===== src/rtl/wishbone_uart_fifo_if.sv =====
`default_nettype none
// ============================================================================
// Module : wishbone_uart_fifo_if
// Wishbone classic bus bundle between a bus master and the FIFO-buffered UART.
// Rev    : 1.0
// ============================================================================
interface wishbone_uart_fifo_if;
    logic [31:0] wishbone_addr_i;
    logic [31:0] wishbone_data_i;
    logic        wishbone_we_i;
    logic [3:0]  wishbone_sel_i;
    logic        wishbone_stb_i;
    logic        wishbone_cyc_i;
    logic [31:0] wishbone_data_o;
    logic        wishbone_ack_o;

    modport master (
        output wishbone_addr_i, wishbone_data_i, wishbone_we_i, wishbone_sel_i,
               wishbone_stb_i, wishbone_cyc_i,
        input  wishbone_data_o, wishbone_ack_o
    );

    modport slave (
        input  wishbone_addr_i, wishbone_data_i, wishbone_we_i, wishbone_sel_i,
               wishbone_stb_i, wishbone_cyc_i,
        output wishbone_data_o, wishbone_ack_o
    );
endinterface
`default_nettype wire


===== src/rtl/wishbone_uart_fifo.sv =====
`default_nettype none
// ============================================================================
// Module : wishbone_uart_fifo
// Wishbone-mapped 8N1 UART with TX/RX FIFOs, sticky status and level irq.
// Rev    : 1.0
// ============================================================================
module wishbone_uart_fifo #(
    parameter int CLK_FREQ  = 20000000,
    parameter int BAUD_RATE = 115200,
    parameter int TX_DEPTH  = 16,
    parameter int RX_DEPTH  = 16,
    parameter int DIV_WIDTH = 16
) (
    input  logic                 clk,
    input  logic                 resetn,
    wishbone_uart_fifo_if.slave  wb,
    output logic                 ser_tx,
    input  logic                 ser_rx,
    output logic                 irq
);
    localparam int TX_AW = $clog2(TX_DEPTH);
    localparam int RX_AW = $clog2(RX_DEPTH);
    localparam logic [TX_AW:0]       TX_CNT_FULL = (TX_AW+1)'(TX_DEPTH);
    localparam logic [RX_AW:0]       RX_CNT_FULL = (RX_AW+1)'(RX_DEPTH);
    localparam logic [DIV_WIDTH-1:0] DIV_RST     = DIV_WIDTH'(CLK_FREQ / BAUD_RATE);
    localparam logic [DIV_WIDTH-1:0] DIV_ONE     = DIV_WIDTH'(1);
    localparam logic [DIV_WIDTH-1:0] DIV_MIN     = DIV_WIDTH'(4);

    typedef enum logic [1:0] {ST_IDLE, ST_START, ST_DATA, ST_STOP} uart_state_e;

    logic                 ack_q, ack_d;
    logic [31:0]          rdata_q, rdata_d;
    logic [DIV_WIDTH-1:0] div_q, div_d;
    logic                 rx_irq_en_q, rx_irq_en_d, tx_irq_en_q, tx_irq_en_d;
    logic                 rx_overrun_q, rx_overrun_d, frame_err_q, frame_err_d;
    logic                 tx_drop_q, tx_drop_d;

    logic [7:0]           tx_mem [TX_DEPTH];
    logic [TX_AW-1:0]     tx_wptr_q, tx_wptr_d, tx_rptr_q, tx_rptr_d;
    logic [TX_AW:0]       tx_count_q, tx_count_d;
    logic [7:0]           rx_mem [RX_DEPTH];
    logic [RX_AW-1:0]     rx_wptr_q, rx_wptr_d, rx_rptr_q, rx_rptr_d;
    logic [RX_AW:0]       rx_count_q, rx_count_d;

    uart_state_e          tx_state_q, tx_state_d, rx_state_q, rx_state_d;
    logic [DIV_WIDTH-1:0] tx_cnt_q, tx_cnt_d, rx_cnt_q, rx_cnt_d;
    logic [2:0]           tx_bit_q, tx_bit_d, rx_bit_q, rx_bit_d;
    logic [7:0]           tx_shift_q, tx_shift_d, rx_shift_q, rx_shift_d;
    logic                 ser_tx_q, ser_tx_d;
    logic                 rx_meta_q, rx_sync_q, rx_prev_q;

    logic       req, bus_wr, bus_rd, data_wr;
    logic [1:0] reg_sel;
    logic       tx_empty, tx_full, rx_empty, rx_full, tx_busy;
    logic       tx_push, tx_pop, rx_push, rx_pop;
    logic       rx_stop_ok, rx_stop_bad;
    logic       unused_bits;

    // A held strobe is ignored while ack is high, giving one access per two cycles.
    assign req      = wb.wishbone_cyc_i & wb.wishbone_stb_i & ~ack_q;
    assign reg_sel  = wb.wishbone_addr_i[3:2];
    assign bus_wr   = req & wb.wishbone_we_i;
    assign bus_rd   = req & ~wb.wishbone_we_i;
    assign data_wr  = bus_wr & (reg_sel == 2'd0);

    assign tx_empty = (tx_count_q == '0);
    assign tx_full  = (tx_count_q == TX_CNT_FULL);
    assign rx_empty = (rx_count_q == '0);
    assign rx_full  = (rx_count_q == RX_CNT_FULL);
    assign tx_busy  = (tx_state_q != ST_IDLE);

    assign tx_push  = data_wr & (~tx_full | tx_pop);
    assign rx_pop   = bus_rd & (reg_sel == 2'd0) & ~rx_empty;
    assign rx_push  = rx_stop_ok & (~rx_full | rx_pop);

    assign wb.wishbone_ack_o  = ack_q;
    assign wb.wishbone_data_o = rdata_q;
    assign ser_tx = ser_tx_q;
    assign irq    = (rx_irq_en_q & ~rx_empty) | (tx_irq_en_q & tx_empty & ~tx_busy);
    assign unused_bits = ^{wb.wishbone_sel_i, wb.wishbone_addr_i, wb.wishbone_data_i};

    always_comb begin
        ack_d        = req;
        rdata_d      = '0;
        div_d        = div_q;
        rx_irq_en_d  = rx_irq_en_q;
        tx_irq_en_d  = tx_irq_en_q;
        rx_overrun_d = rx_overrun_q;
        frame_err_d  = frame_err_q;
        tx_drop_d    = tx_drop_q;
        if (bus_rd) begin
            case (reg_sel)
                2'd0:    rdata_d = rx_empty ? 32'd0 : {24'd0, rx_mem[rx_rptr_q]};
                2'd1:    rdata_d = {25'd0, tx_drop_q, frame_err_q, rx_overrun_q,
                                    tx_busy, tx_empty, tx_full, ~rx_empty};
                2'd2:    rdata_d = 32'(div_q);
                default: rdata_d = {30'd0, tx_irq_en_q, rx_irq_en_q};
            endcase
        end
        if (bus_wr && reg_sel == 2'd2) begin
            div_d = (wb.wishbone_data_i[DIV_WIDTH-1:0] < DIV_MIN) ? DIV_MIN
                                                                 : wb.wishbone_data_i[DIV_WIDTH-1:0];
        end
        if (bus_wr && reg_sel == 2'd3) begin
            rx_irq_en_d = wb.wishbone_data_i[0];
            tx_irq_en_d = wb.wishbone_data_i[1];
            if (wb.wishbone_data_i[2]) begin
                rx_overrun_d = 1'b0;
                frame_err_d  = 1'b0;
                tx_drop_d    = 1'b0;
            end
        end
        // New error events win over a same-cycle clear so none is lost.
        if (data_wr && !tx_push)                 tx_drop_d    = 1'b1;
        if (rx_stop_bad)                         frame_err_d  = 1'b1;
        if (rx_stop_ok && rx_full && !rx_pop)    rx_overrun_d = 1'b1;
    end

    always_comb begin
        tx_wptr_d  = tx_wptr_q + TX_AW'(tx_push);
        tx_rptr_d  = tx_rptr_q + TX_AW'(tx_pop);
        tx_count_d = tx_count_q + (TX_AW+1)'(tx_push) - (TX_AW+1)'(tx_pop);
        rx_wptr_d  = rx_wptr_q + RX_AW'(rx_push);
        rx_rptr_d  = rx_rptr_q + RX_AW'(rx_pop);
        rx_count_d = rx_count_q + (RX_AW+1)'(rx_push) - (RX_AW+1)'(rx_pop);
    end

    // Bit counters are reloaded from DIV at each bit start, so DIV changes land on bit boundaries.
    always_comb begin
        tx_state_d = tx_state_q;
        tx_cnt_d   = tx_cnt_q - DIV_ONE;
        tx_bit_d   = tx_bit_q;
        tx_shift_d = tx_shift_q;
        ser_tx_d   = ser_tx_q;
        tx_pop     = 1'b0;
        case (tx_state_q)
            ST_IDLE: begin
                tx_cnt_d = tx_cnt_q;
                ser_tx_d = 1'b1;
                if (!tx_empty) begin
                    tx_pop     = 1'b1;
                    tx_state_d = ST_START;
                    tx_shift_d = tx_mem[tx_rptr_q];
                    tx_cnt_d   = div_q - DIV_ONE;
                    ser_tx_d   = 1'b0;
                end
            end
            ST_START: if (tx_cnt_q == '0) begin
                tx_state_d = ST_DATA;
                tx_bit_d   = 3'd0;
                tx_cnt_d   = div_q - DIV_ONE;
                ser_tx_d   = tx_shift_q[0];
            end
            ST_DATA: if (tx_cnt_q == '0) begin
                tx_cnt_d = div_q - DIV_ONE;
                if (tx_bit_q == 3'd7) begin
                    tx_state_d = ST_STOP;
                    ser_tx_d   = 1'b1;
                end else begin
                    tx_bit_d   = tx_bit_q + 3'd1;
                    tx_shift_d = {1'b0, tx_shift_q[7:1]};
                    ser_tx_d   = tx_shift_q[1];
                end
            end
            default: if (tx_cnt_q == '0) begin
                if (!tx_empty) begin
                    tx_pop     = 1'b1;
                    tx_state_d = ST_START;
                    tx_shift_d = tx_mem[tx_rptr_q];
                    tx_cnt_d   = div_q - DIV_ONE;
                    ser_tx_d   = 1'b0;
                end else begin
                    tx_state_d = ST_IDLE;
                    ser_tx_d   = 1'b1;
                end
            end
        endcase
    end

    always_comb begin
        rx_state_d  = rx_state_q;
        rx_cnt_d    = rx_cnt_q - DIV_ONE;
        rx_bit_d    = rx_bit_q;
        rx_shift_d  = rx_shift_q;
        rx_stop_ok  = 1'b0;
        rx_stop_bad = 1'b0;
        case (rx_state_q)
            ST_IDLE: begin
                rx_cnt_d = rx_cnt_q;
                if (rx_prev_q && !rx_sync_q) begin
                    rx_state_d = ST_START;
                    rx_cnt_d   = (div_q >> 1) - DIV_ONE;
                end
            end
            ST_START: if (rx_cnt_q == '0) begin
                if (rx_sync_q) begin
                    rx_state_d = ST_IDLE;
                end else begin
                    rx_state_d = ST_DATA;
                    rx_bit_d   = 3'd0;
                    rx_cnt_d   = div_q - DIV_ONE;
                end
            end
            ST_DATA: if (rx_cnt_q == '0) begin
                rx_shift_d = {rx_sync_q, rx_shift_q[7:1]};
                rx_cnt_d   = div_q - DIV_ONE;
                if (rx_bit_q == 3'd7) rx_state_d = ST_STOP;
                else                  rx_bit_d   = rx_bit_q + 3'd1;
            end
            default: if (rx_cnt_q == '0) begin
                rx_state_d  = ST_IDLE;
                rx_stop_ok  = rx_sync_q;
                rx_stop_bad = ~rx_sync_q;
            end
        endcase
    end

    always_ff @(posedge clk) begin
        if (tx_push) tx_mem[tx_wptr_q] <= wb.wishbone_data_i[7:0];
        if (rx_push) rx_mem[rx_wptr_q] <= rx_shift_q;
    end

    always_ff @(posedge clk) begin
        if (!resetn) begin
            ack_q        <= 1'b0;
            rdata_q      <= '0;
            div_q        <= DIV_RST;
            rx_irq_en_q  <= 1'b0;
            tx_irq_en_q  <= 1'b0;
            rx_overrun_q <= 1'b0;
            frame_err_q  <= 1'b0;
            tx_drop_q    <= 1'b0;
            tx_wptr_q    <= '0;
            tx_rptr_q    <= '0;
            tx_count_q   <= '0;
            rx_wptr_q    <= '0;
            rx_rptr_q    <= '0;
            rx_count_q   <= '0;
            tx_state_q   <= ST_IDLE;
            tx_cnt_q     <= '0;
            tx_bit_q     <= '0;
            tx_shift_q   <= '0;
            ser_tx_q     <= 1'b1;
            rx_state_q   <= ST_IDLE;
            rx_cnt_q     <= '0;
            rx_bit_q     <= '0;
            rx_shift_q   <= '0;
            rx_meta_q    <= 1'b1;
            rx_sync_q    <= 1'b1;
            rx_prev_q    <= 1'b1;
        end else begin
            ack_q        <= ack_d;
            rdata_q      <= rdata_d;
            div_q        <= div_d;
            rx_irq_en_q  <= rx_irq_en_d;
            tx_irq_en_q  <= tx_irq_en_d;
            rx_overrun_q <= rx_overrun_d;
            frame_err_q  <= frame_err_d;
            tx_drop_q    <= tx_drop_d;
            tx_wptr_q    <= tx_wptr_d;
            tx_rptr_q    <= tx_rptr_d;
            tx_count_q   <= tx_count_d;
            rx_wptr_q    <= rx_wptr_d;
            rx_rptr_q    <= rx_rptr_d;
            rx_count_q   <= rx_count_d;
            tx_state_q   <= tx_state_d;
            tx_cnt_q     <= tx_cnt_d;
            tx_bit_q     <= tx_bit_d;
            tx_shift_q   <= tx_shift_d;
            ser_tx_q     <= ser_tx_d;
            rx_state_q   <= rx_state_d;
            rx_cnt_q     <= rx_cnt_d;
            rx_bit_q     <= rx_bit_d;
            rx_shift_q   <= rx_shift_d;
            rx_meta_q    <= ser_rx;
            rx_sync_q    <= rx_meta_q;
            rx_prev_q    <= rx_sync_q;
        end
    end
endmodule
`default_nettype wire


===== src/flat_wrapper.sv =====
// flat-port wrapper written by rule: the top's interface ports become plain ports
module wishbone_uart_fifo_flat 
#(
    parameter int CLK_FREQ  = 20000000,
    parameter int BAUD_RATE = 115200,
    parameter int TX_DEPTH  = 16,
    parameter int RX_DEPTH  = 16,
    parameter int DIV_WIDTH = 16
)
  (clk, resetn, ser_tx, ser_rx, irq, wb_wishbone_addr_i, wb_wishbone_data_i, wb_wishbone_we_i, wb_wishbone_sel_i, wb_wishbone_stb_i, wb_wishbone_cyc_i, wb_wishbone_data_o, wb_wishbone_ack_o);
  wishbone_uart_fifo_if wb_i ();
  input  logic clk;
  input  logic resetn;
  output logic ser_tx;
  input  logic ser_rx;
  output logic irq;
  input wire logic [$bits(wb_i.wishbone_addr_i)-1:0] wb_wishbone_addr_i;
  input wire logic [$bits(wb_i.wishbone_data_i)-1:0] wb_wishbone_data_i;
  input wire logic [$bits(wb_i.wishbone_we_i)-1:0] wb_wishbone_we_i;
  input wire logic [$bits(wb_i.wishbone_sel_i)-1:0] wb_wishbone_sel_i;
  input wire logic [$bits(wb_i.wishbone_stb_i)-1:0] wb_wishbone_stb_i;
  input wire logic [$bits(wb_i.wishbone_cyc_i)-1:0] wb_wishbone_cyc_i;
  output wire logic [$bits(wb_i.wishbone_data_o)-1:0] wb_wishbone_data_o;
  output wire logic [$bits(wb_i.wishbone_ack_o)-1:0] wb_wishbone_ack_o;
  assign wb_i.wishbone_addr_i = wb_wishbone_addr_i;
  assign wb_i.wishbone_data_i = wb_wishbone_data_i;
  assign wb_i.wishbone_we_i = wb_wishbone_we_i;
  assign wb_i.wishbone_sel_i = wb_wishbone_sel_i;
  assign wb_i.wishbone_stb_i = wb_wishbone_stb_i;
  assign wb_i.wishbone_cyc_i = wb_wishbone_cyc_i;
  assign wb_wishbone_data_o = wb_i.wishbone_data_o;
  assign wb_wishbone_ack_o = wb_i.wishbone_ack_o;
  wishbone_uart_fifo #(.CLK_FREQ(CLK_FREQ), .BAUD_RATE(BAUD_RATE), .TX_DEPTH(TX_DEPTH), .RX_DEPTH(RX_DEPTH), .DIV_WIDTH(DIV_WIDTH)) u_core (.clk(clk), .resetn(resetn), .wb(wb_i), .ser_tx(ser_tx), .ser_rx(ser_rx), .irq(irq));
endmodule

===== config.mk =====
export PLATFORM = sky130hd
export DESIGN_NAME = wishbone_uart_fifo_flat
export DESIGN_NICKNAME = d
export VERILOG_FILES = /design/src/rtl/wishbone_uart_fifo_if.sv /design/src/rtl/wishbone_uart_fifo.sv /design/src/flat_wrapper.sv
export SDC_FILE = /design/constraint.sdc
export NUM_CORES = 1
export LEC_CHECK = 0
export ABC_AREA = 1
export CAP_MARGIN = 20
export CELL_PAD_IN_SITES_DETAIL_PLACEMENT = 1
export CELL_PAD_IN_SITES_GLOBAL_PLACEMENT = 1
export CORE_ASPECT_RATIO = 1.4
export CORE_MARGIN = 5
export CORE_UTILIZATION = 40
export DETAILED_ROUTE_END_ITERATION = 10
export GPL_TIMING_DRIVEN = 0
export HOLD_SLACK_MARGIN = 0.15
export PLACE_DENSITY_LB_ADDON = 0.3
export REMOVE_ABC_BUFFERS = 1
export SETUP_SLACK_MARGIN = 0.2
export SLEW_MARGIN = 20
export SYNTH_ARGS = -nofsm -noshare
export SYNTH_HDL_FRONTEND = slang
export SYNTH_SLANG_ARGS = --single-unit
export TNS_END_PERCENT = 1

===== constraint.sdc =====
create_clock -name clk -period 4.3 [get_ports clk]
set_input_delay 1.29 -clock clk [delete_from_list [all_inputs] [get_ports clk]]
set_output_delay 1.29 -clock clk [all_outputs]
set_load 0.03 [all_outputs]

==> out/results.txt, run 1 <==
I/O pin count: 109
fin crit period: 3.88 ns
initial antenna violation count: 0
drt drc: 0
full die area: 0.0489 sq mm
largest net degree at the start of global routing: 72
Worst Hold Launch: u_core.rx_meta_q
synthesized area: 0.0178 sq mm
Synth Flop Type: edfxtp_1
setup TNS: 0 ns
Area Overhead vs Synth: 12.1%
maximum vdd ir drop: 317 uV
synth top area cells: edfxtp_1 (43%), dfxtp_1 (14%), nand2_1 (7.2%)
CP bufs+invs: 4
RSZ-0062 raised after global routing: false
FF-to-FF End: u_core.rx_count_q[4]
share of cells above drive strength 1: 6.95%
CP Class: flip-flop to primary output
Worst setup SP type: flip-flop
NetSw: 3.75 mW
H-tree Lvls: 2
post-route core utilization: 45.4%
starting density of the core: 40.5%
fin crit share: 90.2%
Root Buffer: clkbuf_16
Hold Crit Depth: 1
Cell Count Post-Placement: 2456
Fin. Hold Viols: 0
slowest cell delay on critical path: 0.42 ns
count leader, synth: nand2_1
crit path max fanout: 18
final setup fails: 0
worst rel slew slack: 29.3%
crit-path leading delay family: buffers and inverters
Final Non-Filler Cells: 2530
clock-pin slew on the worst setup and hold paths: 0.06 ns
final WL: 49400 microns
Reg power frac: 40.5%
RePlAce Congestion: 0.820
GRT Overall Usage: 19.9%
post-DP HPWL: 33400 microns
synthesized flop and latch total: 382
vias in the first global route: 14.2k
Starting DRT DRC Count: 752
antenna cells: 0
Syn Area/Cell: 9.23 sq um
status: finished clean
fmax: 0.258 GHz
multi-input logic area: 0.00658 sq mm
CP max-delay cell: dlygate4sd2_1
worst-path cell chain: inv_1 -> ha_1 -> nand3_2 -> inv_4 -> nand2_4 -> inv_6 -> a22o_1 -> dlygate4sd2_1
PortBufs: 42
synth cell count leaders: nand2_1 (343), nor2_1 (276), edfxtp_1 (256), o21ai_0 (172), inv_1 (161)
post-DR wirelength/cell: 19.5 microns
CP Data Arrival Time: 2.59 ns
core box area: 0.0441 sq mm
FF/Latch Area: 0.0102 sq mm
sw frac: 34.2%
die outline height: 260 microns
worst r2r src: u_core.rx_state_q[0]
Post-synth EDFFs: 256
grt total ovfl: 0
Pleak: 7.75 nW
overall power: 11.0 mW
Num CTS Buffers: 40
final net count: 2054
CTS Buffer Depth: 3
Vias: 13.4k
Clock Power Share: 33.2%
Int Pwr: 7.21 mW
CTS tree: done
Comb power frac: 26.3%
worst hold-check path type: flip-flop to flip-flop
Die Width: 188 microns
FP Rows: 91
Synth top area share: 43.1%
Post-Synthesis Cells: 1932
critical path capture point type: primary output
Filler cells: 5032
Pwr per Cell Area: 549 mW/mm^2
Placement Setup Slack: 0.0218 ns
1st-pass router iterations: 5
Setup WS post-layout: 0.423 ns
Synth warnings: 0
Hold Path Sink: u_core.rx_sync_q
Max Clock Skew: 0.0274 ns
FFs w/ async S/R, synth: 0%
R2R depth: 12
clock latency on the worst-skew pair: 0.56 ns
Critical Path RT: 3.01 ns
largest area contributor in the netlist: edfxtp_1
Max-Cap Viols: 0
Seq/Total Area, Yosys: 57.3%
first-pass GRT wire length: 77800 microns
Final ANT Viol Nets: 0
post-synth cell types: 48
vias per cell: 5.30
R2R Setup Slk: 0.90 ns
final slew viol count: 0
worst-margin pin slew: 1.06 ns
clock sinks: 382
## power by group through the flow
| stage | sequential, mW | combinational, mW | clock [mW] |
|---|---|---|---|
| finish | 4.44 | 2.89 | 3.64 |
| global route | 4.47 | 3.26 | 3.86 |
| floorplan | 4.41 | 2.09 | 0 |
| CTS | 4.44 | 2.91 | 3.72 |
| detailed placement | 4.51 | 2.87 | 0 |
| global placement | 4.50 | 2.75 | 0 |
## per-stage QoR
stage	hold WS (ns)	instance area (sq um)
global route	0.436	20000
global placement	0.394	18500
finish	0.419	20000
floorplan	0.393	17400
detailed placement	0.407	18600
CTS	0.421	20000
## repair_timing
| item | CTS | global route |
|---|---|---|
| gates cloned | 0 | 0 |
| resized for setup | 5 | 2 |
| hold buffers | 0 | 0 |
| buffers inserted | 0 | 0 |
| endpoints found under the setup margin | 1 | 1 |
## layout make-up
class	instances	share of cell area (%)
well taps	558	3.49
clock inverters	15	1.03
clock buffers	59	5.87
inverters	172	3.28
repair buffers	44	2.28
multi-input cells	1300	32.9
flip-flops and latches	382	51.1
## cells by family after synthesis
group           count (synthesis)  synth area share, %
compound gates                361                 11.3
xor+xnor                       37                 1.82
fa+ha+maj                      40                 2.89
buf+inv                       265                 6.23
flops                         382                 57.3
other cells                     1               0.0210
simple gates                  846                 20.4
## cells in the final DEF (no fill, tap or decap), types with 38 or more instances in the layout
| master | synthesis | layout |
|---|---|---|
| nor2_1 | 276 | 275 |
| nand3_1 | 141 | 140 |
| o21ai_0 | 172 | 172 |
| clkbuf_16 | 0 | 41 |
| nand2_1 | 343 | 342 |
| edfxtp_1 | 256 | 256 |
| dfxtp_1 | 126 | 122 |
| ha_1 | 38 | 38 |
| inv_1 | 161 | 161 |
| a21oi_1 | 108 | 108 |
| clkdlybuf4s50_1 | 0 | 40 |
## per-layer routing
metal / share of wire [%] / vias to the layer above / global-route usage, %
met4: 3.2 / 0 / 6.76
met3: 3.0 / 76 / 2.35
met1: 41 / 6617 / 23.3
met2: 53 / 209 / 37.5
met5: 0 / - / 0
li1: - / 6519 / -
## worst register-to-register path, cell delays in order, from the launching register on
cell and delay, ns:
dfxtp_1 0.40, ha_1 0.35, clkinv_1 0.55, nor3_2 0.39, nand2_2 0.18, inv_1 0.16
ha_1 0.20, inv_1 0.07, fa_1 0.44, nor3_1 0.21, a211oi_1 0.08, o21ai_0 0.18
a21oi_1 0.06
## worst max path at each step
| stage | endpoint | slack [ns] | cells past startpoint | from |
|---|---|---|---|---|
| final | irq | 0.42 | 8 | u_core.tx_count_q[2] |
| after global routing | irq | 0.27 | 8 | u_core.tx_count_q[2] |
| after CTS | irq | 0.21 | 8 | u_core.tx_count_q[2] |
| after detailed placement | irq | 0.02 | 8 | u_core.tx_count_q[2] |
| after global placement | u_core.wb.wishbone_data_o[7] | -2.83 | 5 | resetn |
| after floorplan | u_core.tx_count_q[4] | 1.08 | 12 | wb_wishbone_cyc_i |
## sequential cells by signal (all words and copies together) (netlist names), 5 cells and up
name / count
u_core.div_q: 16
u_core.rx_cnt_q: 16
u_core.rx_count_q: 5
u_core.rx_mem: 128
u_core.rx_shift_q: 8
u_core.tx_cnt_q: 16
u_core.tx_count_q: 5
u_core.tx_mem: 128
u_core.tx_shift_q: 8
u_core.wb.wishbone_data_o: 16
(Power assumes the default switching activity.)
==> run 2: changes to the inputs <==
--- a/config.mk
+++ b/config.mk
@@ -5,13 +5,13 @@
 export SDC_FILE = /design/constraint.sdc
 export NUM_CORES = 1
 export LEC_CHECK = 0
-export ABC_AREA = 1
 export CAP_MARGIN = 20
 export CELL_PAD_IN_SITES_DETAIL_PLACEMENT = 1
 export CELL_PAD_IN_SITES_GLOBAL_PLACEMENT = 1
 export CORE_ASPECT_RATIO = 1.4
 export CORE_MARGIN = 5
 export CORE_UTILIZATION = 40
+export CTS_BUF_LIST = sky130_fd_sc_hd__clkbuf_4 sky130_fd_sc_hd__clkbuf_8 sky130_fd_sc_hd__clkbuf_16
 export DETAILED_ROUTE_END_ITERATION = 10
 export GPL_TIMING_DRIVEN = 0
 export HOLD_SLACK_MARGIN = 0.15
==> out/results.txt, run 2 <==
Pleak: 6.54 nW
vias in the first global route: 11.7k
count leader, synth: edfxtp_1
Worst setup SP type: flip-flop
RePlAce Congestion: 0.866
synthesized flop and latch total: 382
Seq/Total Area, Yosys: 59.8%
Max-Cap Viols: 0
largest area contributor in the netlist: edfxtp_1
Placement Setup Slack: -0.927 ns
Largest regs: u_core.rx_mem: 128 flops, u_core.tx_mem: 128 flops
Synth top area share: 45.0%
Vias: 11.1k
maximum vdd ir drop: 446 uV
initial antenna violation count: 2
fmax: 0.247 GHz
post-synth cell types: 79
CTS tree: done
full die area: 0.0470 sq mm
first-pass GRT wire length: 69100 microns
Cell Count Post-Placement: 1864
FP Rows: 89
CP max-delay cell: nor2_1
largest net degree at the start of global routing: 48
slowest cell delay on critical path: 0.81 ns
crit-path leading delay family: simple AND/OR/NAND/NOR gates
leading cell type in the layout, fill and taps excluded: edfxtp_1
worst rel slew slack: 25.9%
FFs w/ async S/R, synth: 0%
overall power: 10.6 mW
Area Overhead vs Synth: 14.3%
crit path max fanout: 8
Starting DRT DRC Count: 823
Die Width: 185 microns
post-DR wirelength/cell: 23.0 microns
clock-pin slew on the worst setup and hold paths: 0.07 ns
CP Class: flip-flop to flip-flop
final WL: 44500 microns
synth top area cells: edfxtp_1 (45%), dfxtp_1 (15%), mux4_2 (8.8%)
grt total ovfl: 0
Post-Synthesis Cells: 1336
Fin. Hold Viols: 0
CTS Buffer Depth: 3
# Post-CTS Setup Buffers: 0
vias per cell: 5.75
1st-pass router iterations: 5
post-DP HPWL: 30200 microns
Max Clock Skew: 0.0277 ns
Post-synth EDFFs: 256
I/O pin count: 109
Final Non-Filler Cells: 1938
Synth Flop Type: edfxtp_1
clock latency on the worst-skew pair: 0.55 ns
final setup fails: 0
Hold Worst Slack: 0.424 ns
final net count: 1474
worst-margin pin slew: 1.10 ns
die outline height: 254 microns
fin crit period: 4.05 ns
worst hold-check path type: flip-flop to flip-flop
CP bufs+invs: 1
Syn Area/Cell: 12.8 sq um
Num CTS Buffers: 40
H-tree Lvls: 2
status: finished clean
Pwr per Cell Area: 545 mW/mm^2
setup TNS: 0 ns
critical path capture point type: flip-flop
Final ANT Viol Nets: 0
share of cells above drive strength 1: 14.5%
starting density of the core: 40.4%
synth cell count leaders: edfxtp_1 (256), dfxtp_1 (126), nand2_1 (103), nor2_1 (89), a21oi_1 (76)
Synth warnings: 0
worst-path cell chain: inv_1 -> ha_1 -> or4b_1 -> nor4_4 -> a31oi_1 -> a21oi_1 -> nand3_1 -> nor2_1
Setup WS post-layout: 0.251 ns
Critical Path RT: 4.47 ns
clock sinks: 382
synthesized area: 0.0171 sq mm
Root Buffer: clkbuf_16
final slew viol count: 0
Filler cells: 4328
GRT Overall Usage: 19.0%
core box area: 0.0422 sq mm
RSZ-0062 raised after global routing: true
CP Data Arrival Time: 4.22 ns
most frequent cells in the layout: edfxtp_1 (256), dfxtp_1 (122), nand2_1 (103)
drt drc: 0
fin crit share: 94.2%
PortBufs: 42
[run 2: changes by cell type after synthesis, sizes merged, moves of 18 or more]
cell / before / now
a21oi: 110 / 77
nand3: 149 / 43
inv: 169 / 47
mux2i: 0 / 18
or3: 0 / 18
and2: 1 / 20
xnor2: 9 / 29
nor2: 298 / 90
o21ai: 179 / 34
nand2: 355 / 103
mux4: 0 / 67
o211ai: 37 / 10
[run 2: final timing paths]
path / start / endpoint / slack (ns) / cells past startpoint
setup / recovery: u_core.tx_cnt_q[0] / u_core.tx_mem[15][1] / 0.25 / 8
hold / removal: u_core.rx_meta_q / u_core.rx_sync_q / 0.42 / 1
setup reg to reg: u_core.tx_cnt_q[0] / u_core.tx_mem[15][1] / 0.25 / 8
hold reg to reg: u_core.rx_meta_q / u_core.rx_sync_q / 0.42 / 1
[run 2: cells by family (layout without fill, tap and decap cells)]
family	after synthesis	count (layout)	share of synthesized area [%]
AO/OA/AOI/OAI	238	238	9.15
XOR/XNOR	47	47	2.41
adder cells (fa/ha/maj)	40	40	3.02
buffers and inverters	134	173	3.42
flip-flops	382	382	59.8
multiplexers	85	85	9.89
other	1	18	0.0220
AND/OR/NAND/NOR	409	409	12.3
[run 2: what timing repair did]
action                                  CTS  global route
hold endpoints to repair                  0             0
hold buffers                              0             0
gates cloned                              0             0
gates resized for setup                  17             4
endpoints found under the setup margin  198           204
[run 2: power by group]
part | leakage [nW] | total (mW) | switching, mW | internal [mW]
clock network | 0.676 | 3.63 | 1.48 | 2.15
registers | 3.36 | 4.27 | 0.207 | 4.07
logic | 2.50 | 2.73 | 1.70 | 1.03
[run 2: metal layers]
layer  global-route usage [%]  part of all wire [%]
met1                     23.7                    41
met2                     34.8                    52
met3                     2.57                   4.1
met4                     4.61                   2.0
met5                        0                     0
[run 2: area by class of cell]
type,count,area [sq um],share of cell area [%]
inverter,47,179,0.917
multi-input combinational,835,6470,33.2
timing repair buffer,54,579,2.97
tap,546,683,3.50
clock inverter,21,263,1.35
antenna,2,5.00,0.0256
clock buffer,51,1110,5.71
sequential,382,10200,52.4
[run 2: metrics by stage]
stage          util [%]  cell area (sq um)
3_5_place_dp       42.8              18100
4_1_cts            46.2              19500
5_1_grt            46.2              19500
2_1_floorplan         -              16700
6_report           46.2              19500
3_3_place_gp       42.2              17800
